===== src/rtl/scan_scheduler_pkg.sv =====
// Shared constants for the scan scheduler: FSM state encoding and default sizes.
package scan_scheduler_pkg;

  localparam int CH_NUM_DEF    = 16;
  localparam int WORD_BITS_DEF = 12;
  localparam int PERIOD_W_DEF  = 16;

  localparam logic [1:0] ST_IDLE  = 2'd0;
  localparam logic [1:0] ST_LOAD  = 2'd1;
  localparam logic [1:0] ST_SHIFT = 2'd2;
  localparam logic [1:0] ST_CLEAR = 2'd3;

endpackage


===== src/rtl/scan_scheduler_next_ch.sv =====
// Combinational finder: lowest enabled channel above (or at, when inclusive) a start index.
module scan_next_ch
  import scan_scheduler_pkg::*;
#(
  parameter int CH_NUM = CH_NUM_DEF,
  parameter int CH_W   = $clog2(CH_NUM)
) (
  input  logic [CH_NUM-1:0] mask,
  input  logic [CH_W-1:0]   from_ch,
  input  logic              inclusive,
  output logic [CH_W-1:0]   nxt_ch,
  output logic              none
);

  // Scanning downward so the last hit written is the lowest qualifying channel.
  always_comb begin
    nxt_ch = '0;
    none   = 1'b1;
    for (int i = CH_NUM - 1; i >= 0; i--) begin
      if (mask[i] && ((i > int'(from_ch)) || (inclusive && (i == int'(from_ch))))) begin
        nxt_ch = CH_W'(i);
        none   = 1'b0;
      end
    end
  end

endmodule


===== src/rtl/scan_scheduler.sv =====
// Frame scheduler: divides the tick timebase into frame requests and walks the enabled channels.
module scan_scheduler
  import scan_scheduler_pkg::*;
#(
  parameter int CH_NUM    = CH_NUM_DEF,
  parameter int WORD_BITS = WORD_BITS_DEF,
  parameter int PERIOD_W  = PERIOD_W_DEF
) (
  input  logic                clk,
  input  logic                reset,
  input  logic                tick,
  input  logic [PERIOD_W-1:0] period,
  input  logic [CH_NUM-1:0]   ch_mask,
  input  logic                host_ready,
  output logic [3:0]          sel,
  output logic                sl,
  output logic                shift_en,
  output logic                frame_active,
  output logic                clr,
  output logic                frame_done,
  output logic [7:0]          drop_cnt
);

  localparam int CH_W = $clog2(CH_NUM);
  localparam int BC_W = $clog2(WORD_BITS + 1);

  logic [1:0]          state;
  logic [CH_W-1:0]     cur_ch;
  logic [BC_W-1:0]     bit_cnt;
  logic [CH_NUM-1:0]   mask_q;
  logic [PERIOD_W-1:0] tcnt;
  logic                pending;

  logic                req;
  logic                consume;
  logic                drop;
  logic                last_shift;
  logic                idle;
  logic [CH_NUM-1:0]   find_mask;
  logic [CH_W-1:0]     find_from;
  logic [CH_W-1:0]     nxt_ch;
  logic                none_left;

  // In IDLE the finder looks at the live mask from channel 0; mid-frame it walks the latched copy.
  always_comb begin
    idle       = (state == ST_IDLE);
    req        = tick && (period != '0) && (tcnt >= (period - PERIOD_W'(1)));
    consume    = idle && pending && host_ready;
    drop       = req && pending && !consume;
    last_shift = (state == ST_SHIFT) && (bit_cnt == BC_W'(WORD_BITS - 1));
    find_mask  = idle ? ch_mask : mask_q;
    find_from  = idle ? '0 : cur_ch;
  end

  scan_next_ch #(
    .CH_NUM (CH_NUM),
    .CH_W   (CH_W)
  ) u_next_ch (
    .mask      (find_mask),
    .from_ch   (find_from),
    .inclusive (idle),
    .nxt_ch    (nxt_ch),
    .none      (none_left)
  );

  always_ff @(posedge clk or posedge reset) begin
    if (reset) begin
      tcnt <= '0;
    end else if (period == '0) begin
      tcnt <= '0;
    end else if (tick) begin
      tcnt <= req ? '0 : tcnt + PERIOD_W'(1);
    end
  end

  // A request coinciding with consumption re-arms the flag instead of counting as a drop.
  always_ff @(posedge clk or posedge reset) begin
    if (reset) begin
      pending  <= 1'b0;
      drop_cnt <= 8'd0;
    end else begin
      if (req) begin
        pending <= 1'b1;
      end else if (consume) begin
        pending <= 1'b0;
      end
      if (drop && (drop_cnt != 8'hFF)) begin
        drop_cnt <= drop_cnt + 8'd1;
      end
    end
  end

  always_ff @(posedge clk or posedge reset) begin
    if (reset) begin
      state   <= ST_IDLE;
      cur_ch  <= '0;
      bit_cnt <= '0;
      mask_q  <= '0;
    end else begin
      case (state)
        ST_IDLE: begin
          if (consume) begin
            mask_q <= ch_mask;
            if (none_left) begin
              state <= ST_CLEAR;
            end else begin
              state  <= ST_LOAD;
              cur_ch <= nxt_ch;
            end
          end
        end
        ST_LOAD: begin
          state   <= ST_SHIFT;
          bit_cnt <= '0;
        end
        ST_SHIFT: begin
          if (last_shift) begin
            if (none_left) begin
              state <= ST_CLEAR;
            end else begin
              state  <= ST_LOAD;
              cur_ch <= nxt_ch;
            end
          end else begin
            bit_cnt <= bit_cnt + BC_W'(1);
          end
        end
        default: state <= ST_IDLE;
      endcase
    end
  end

  always_comb begin
    sl           = (state == ST_LOAD);
    shift_en     = (state == ST_SHIFT);
    frame_active = (state != ST_IDLE);
    clr          = (state == ST_CLEAR);
    frame_done   = (state == ST_CLEAR);
    sel          = (sl || shift_en) ? 4'(cur_ch) : 4'd0;
  end

endmodule


===== config.mk =====
export PLATFORM = sky130hd
export DESIGN_NAME = scan_scheduler
export DESIGN_NICKNAME = d
export VERILOG_FILES = /design/src/rtl/scan_scheduler_pkg.sv /design/src/rtl/scan_scheduler_next_ch.sv /design/src/rtl/scan_scheduler.sv
export SDC_FILE = /design/constraint.sdc
export NUM_CORES = 1
export LEC_CHECK = 0
export ABC_CLOCK_PERIOD_IN_PS = 2700
export BUFFER_PORTS_ARGS = -buffer_cell sky130_fd_sc_hd__buf_2
export CORE_MARGIN = 5
export CORE_UTILIZATION = 30
export DETAILED_ROUTE_END_ITERATION = 6
export PLACE_DENSITY = 0.57
export SKIP_CTS_REPAIR_TIMING = 1
export SLEW_MARGIN = 20
export SYNTH_ARGS = -nofsm -noshare
export SYNTH_HDL_FRONTEND = slang
export SYNTH_SLANG_ARGS = --single-unit

===== constraint.sdc =====
create_clock -name clk -period 2.7 [get_ports clk]
set_clock_uncertainty 0.15 [all_clocks]
set_input_delay 0.405 -clock clk [delete_from_list [all_inputs] [get_ports clk]]
set_output_delay 0.405 -clock clk [all_outputs]
set_load 0.02 [all_outputs]

## After elaboration in Yosys (flattened, before gate mapping)

Cells that the tools add are included.

| storage, ports and cells | value |
|---|---|
| flip-flop bits (word level) | 51 |
| output and inout bits | 17 |

| cells by class | value |
|---|---|
| add/subtract/negate cells | 4 |
| $lt $le $gt $ge | 16 |
| eq/ne operators | 23 |
| muxes and demuxes | 50 |
| reduce and logical (&&, ||, !) cells | 70 |

Operators with widths:

| kind | number |
|---|---|
| $mux W4 | 22 |
| $mux W16 | 4 |
| $logic_and A1 B1 Y1 | 40 |
| $eq A4 B4 Y1 const A | 8 |
| $gt A4 B4 Y1 const A | 8 |
| $mux W1 | 18 |
| $add A16 B1 Y16 const B | 1 |
| $eq A3 B4 Y1 const A | 4 |
| $ge A16 B16 Y1 | 1 |
| $gt A3 B4 Y1 const A | 4 |
| $logic_not A16 Y1 | 1 |
| $logic_or A1 B1 Y1 | 16 |
| $pmux W4 S2 | 2 |
| $reduce_bool A16 Y1 | 1 |
| $sub A16 B1 Y16 const B | 1 |
| $reduce_bool A2 Y1 | 5 |
| $add A8 B1 Y8 const B | 1 |
| $eq A2 B4 Y1 const A | 2 |
| $gt A2 B4 Y1 const A | 2 |
| $ne A8 B8 Y1 const B | 1 |
| $mux W2 | 3 |
| $pmux W2 S3 | 1 |
| $reduce_and A2 Y1 | 3 |
| $add A4 B1 Y4 const B | 1 |
| other kinds (11) | 13 |

## Longest topological paths before layout

| depth | value |
|---|---|
| word-level depth | 25 |
| gate-level depth with buffers | 16 |
| depth with buffers taken out | 15 |

## Hierarchy

From an unflattened synthesis, not the netlist that was laid out.

| second synthesis, totals | value |
|---|---|
| cells, all modules | 406 |
| area, all modules | 3854.9 µm² |

By module, submodules not included:

| module | instances | cells each | area an instance (µm²) | seq. area each (µm²) |
|---|---|---|---|---|
| scan_scheduler | 1 | 329 | 3333.2 | 1276.2 |
| scan_next_ch | 1 | 77 | 521.8 | 0.0 |

## Least setup slack after synthesis

Ideal clock, no wire load.

| path | value |
|---|---|
| path type | input port to flip-flop |
| start | input port period[2] |
| end | register tcnt[2] |
| data arrival time | 3758 ps |
| slack | -1288 ps |
| stages | 16 |
| buffers on the path | 1 |
| cell sequence | nor3_2 > nand2b_1 > or3_1 > or3_1 > or4_4 > nor3_2 > xnor2_1 > ha_1 > a21o_1 > a21o_1 > a221oi_1 > o21ai_0 > a211oi_2 > buf_2 > nand2_1 > mux2i_1 |

| on the way | value |
|---|---|
| word-level cells in the longest chain between the ends | 6 |

Ends and longest elaborated chain:

| element | line | RTL |
|---|---|---|
| start: declaration | scan_scheduler.sv:12 | `input logic [PERIOD_W-1:0] period,` |
| $sub A16 B1 Y16 / $reduce_bool A16 Y1 (equally long branches) | scan_scheduler.sv:47 | `req = tick && (period != '0) && (tcnt >= (period - PERIOD_W'(1)));` |
| $ge A16 B16 Y1 / $logic_and A1 B1 Y1 (equally long branches) | scan_scheduler.sv:47 |  |
| $logic_and A1 B1 Y1 | scan_scheduler.sv:47 |  |
| $mux W16 | scan_scheduler.sv:72 | `tcnt <= req ? '0 : tcnt + PERIOD_W'(1);` |
| $mux W16 | scan_scheduler.sv:71 | `end else if (tick) begin` |
| $mux W16 | scan_scheduler.sv:69 | `end else if (period == '0) begin` |
| end signal: assignment | scan_scheduler.sv:72 |  |
| end: declaration | scan_scheduler.sv:31 | `logic [PERIOD_W-1:0] tcnt;` |

Parallel ways exist; a longest one is shown, timed or not. The select of a mux whose other input is x is not followed.
A chain may end at the register's enable or synchronous reset.

## Final worst setup path

| path | value |
|---|---|
| start | input port period[2] |
| end | register tcnt[3] |

The elaborated chain is that of the path after synthesis.

==> metrics.md <==
| Metric | Value |
|---|---|
| RSZ-0062 raised after global routing | `yes` |
| Number of synthesized flops with an enable pin | `0` |
| Synth area leader | `dfrtp_1` |
| Antenna diodes | `0` |
| Layout cells sized above 1 | `34.4%` |
| Vias in the first global route | `3,402` |
| Syn_nets | `466` |
| Synthesized cell area | `3680 um2` |
| Peak supply drop | `0.349 mV` |
| Post-synth top cells | `50 x dfrtp_1, 40 x nand2_1, 25 x ha_1, 25 x nand3_1` |
| Drt drc | `0` |
| Fin crit share | `144%` |
| TritonCTS buffer count | `5` |
| PwrDens | `802 nW/um2` |
| # clock sinks | `50` |
| Initial antenna violation count | `0` |
| Routability cong. | `0.902` |
| Routed length per placed instance | `14.5 um` |
| Fmax | `257 MHz` |
| Total grt overflow | `0` |
| Setup ws final | `-1.19 ns` |
| Synth Warn # | `0` |
| Req. time, crit path | `2.77 ns` |
| Tmin final | `3.89 ns` |
| Failing checks | `negative setup slack` |
| WP data arrival | `3.96 ns` |
| Metal2 WL | `4650 um` |
| Post-synth ARST share | `100%` |
| Nets@finish | `568` |
| DIE HEIGHT | `121 um` |
| CTS clk-pin slew, worst paths | `0.07 ns` |
| CTS tree | `done` |
| FP Rows | `40` |
| Initial Util | `30.6%` |
| Largest net degree at the start of global routing | `34` |
| Clock Path Buffers | `2` |
| Synth cell types | `56` |
| Hold Crit Class | `in2async` |
| Cells after Synth | `405` |
| Routed met1 length | `4350 um` |
| Routed via count | `3,448` |
| Violation count after the first detailed-route iteration | `182` |
| Slew HR | `63.7%` |
| Post-route ant nets | `0` |
| Area growth syn-to-layout | `33.6%` |
| TritonRoute pass-1 iters | `4` |
| Core area | `12,000 um2` |
| Sequential area share after synthesis | `34.0%` |
| All-Layer GR Usage | `12.5%` |
| Top Metal Used | `met4` |
| Max-slew violations | `0` |
| Met3 routed WL | `464 um` |
| Primary FF master, synth | `dfrtp_1` |
| First-pass GRT wire length | `15,500 um` |
| Least-Margin Pin Slew | `0.544 ns` |
| # IOs | `53` |
| Synth top area share | `34.0%` |
| Critical Path Start Type | `input port` |
| Die ar. | `14,600 um2` |
| Static Leak | `2.39 nW` |
| Chip width | `121 um` |
| # setup viols final | `25` |
| DP Area | `4460 um2` |
| Outcome | `complete, but fails checks` |
| Final Hold Vio Count | `0` |
| Filler cells | `1,209` |
| Synth Register Bits | `50` |
| Layout Cells excl Fill | `655` |
| Finished Cell Area | `4910 um2` |
| Area contributors post-synth | `dfrtp_1 34%, ha_1 8.5%, mux2_2 6.4%, nand2_1 4.1%, mux2i_1 3.5%` |
| H-tree levels | `2` |
| Syn avg cell area | `9.08 um2` |
| Kind of critical path | `in2reg` |
| Vias per cell | `5.26` |
| Max-Cap Viols | `0` |
| Most frequent cell after synthesis | `dfrtp_1` |
| Clock Latency Late Sink | `0.29 ns` |
| DRT Wirelength | `9510 um` |
| # port buffers | `52` |
| CP Max Fanout | `6` |
| Dpl hpwl | `6900 um` |
| Cell count after placement | `637` |
| Root Buffer | `clkbuf_16` |
| Crit. End Element | `register` |
-- area by class of cell --
cell class / count / area, um2 / area share [%]
clock buffers: 5 / 125 / 2.55
well taps: 147 / 184 / 3.75
flip-flops and latches: 50 / 1250 / 25.5
multi-input cells: 324 / 2470 / 50.2
repair buffers: 110 / 796 / 16.2
inverters: 16 / 60.1 / 1.22
clock inverters: 3 / 28.8 / 0.586
-- kinds of logic (layout without fill, tap and decap cells) --
| family | after synthesis | after routing | share of synthesized area, % |
|---|---|---|---|
| simple gates | 156 | 156 | 22.4 |
| flops | 50 | 50 | 34.0 |
| mux | 34 | 34 | 9.97 |
| xor+xnor | 21 | 21 | 5.00 |
| compound gates | 88 | 88 | 16.4 |
| fa+ha+maj | 25 | 25 | 8.51 |
| buf+inv | 31 | 134 | 3.71 |
-- worst paths after layout --
kind                       depth (start not counted)                     from  slack [ns]                       to
max                                               18                period[2]       -1.19      tcnt[3]$_DFFE_PP0P_
min                                                2                    reset       0.004     tcnt[13]$_DFFE_PP0P_
max reg2reg                                       10     state[0]$_DFFE_PP0P_        0.13    cur_ch[0]$_DFFE_PP0P_
min reg2reg                                        1  drop_cnt[5]$_DFFE_PP0P_        0.34  drop_cnt[5]$_DFFE_PP0P_
max in group asynchronous                          3                    reset        1.80   mask_q[13]$_DFFE_PP0P_
min in group clk                                   2               ch_mask[3]        0.21    mask_q[3]$_DFFE_PP0P_
-- per-layer routing --
layer / global-route usage (%) / vias up
met2: 21.4 / 90
met1: 16.7 / 1662
met4: 1.77 / 0
li1: - / 1692
met5: 0 / -
met3: 2.57 / 4
-- flip-flops by register name, indices dropped and copies added (netlist names) --
register,cells
bit_cnt,4
cur_ch,4
drop_cnt,8
mask_q,15
pending,1
state,2
tcnt,16
-- placed cells by master, fill, tap and decap left out, types with 3 or more instances in the layout --
cell type	n
a21o_1	9
a21oi_1	19
a22o_1	4
and2_1	7
and3_1	12
buf_2	50
buf_4	50
buf_6	4
clkbuf_16	8
dfrtp_1	50
ha_1	23
inv_1	13
inv_2	3
mux2_2	20
mux2i_1	13
nand2_1	40
nand2b_1	9
nand3_1	24
nand4_1	4
nor2_1	20
nor2b_1	3
nor3_1	4
nor3_4	3
nor3b_1	3
o211ai_1	6
o21a_1	4
o21ai_0	12
o21ai_2	3
o22ai_1	3
or2_2	3
or3_1	4
xnor2_1	9
xor2_1	11
-- metrics by stage --
stage                     hold WS, ns  TNS [ns]  util [%]  total power [mW]  setup slack [ns]
after floorplan                 0.321    -29.08         -              2.45             -1.24
after global placement          0.323    -34.25      37.1              3.05             -1.44
after detailed placement        0.329    -37.66      37.1              3.09             -1.60
after CTS                      0.0353    -29.94      38.4              3.78             -1.28
after global routing           0.0687    -31.62      40.9              4.24             -1.36
final                         0.00354    -27.26      40.9              3.94             -1.19
-- critical path, cell delays in order --
cell and delay, ns:
buf_8 0.10, nor3_4 0.18, nand2b_1 0.10, or3_4 0.35, or3_4 0.34, or4_4 0.45
nor3_4 0.16, xnor2_2 0.09, ha_1 0.31, a21o_1 0.16, a21o_1 0.18, a221oi_2 0.27
o21ai_2 0.11, a211oi_2 0.25, buf_4 0.19, clkbuf_16 0.14, a21oi_1 0.06, mux2i_1 0.12
-- where the power goes --
| group | total (mW) | internal (mW) | leakage [nW] | switching (mW) |
|---|---|---|---|---|
| Sequential | 1.10 | 0.897 | 0.669 | 0.200 |
| Combinational | 2.17 | 1.03 | 1.65 | 1.14 |
| Clock | 0.671 | 0.356 | 0.0763 | 0.315 |
Note: power is estimated with default switching activity, not from simulation.
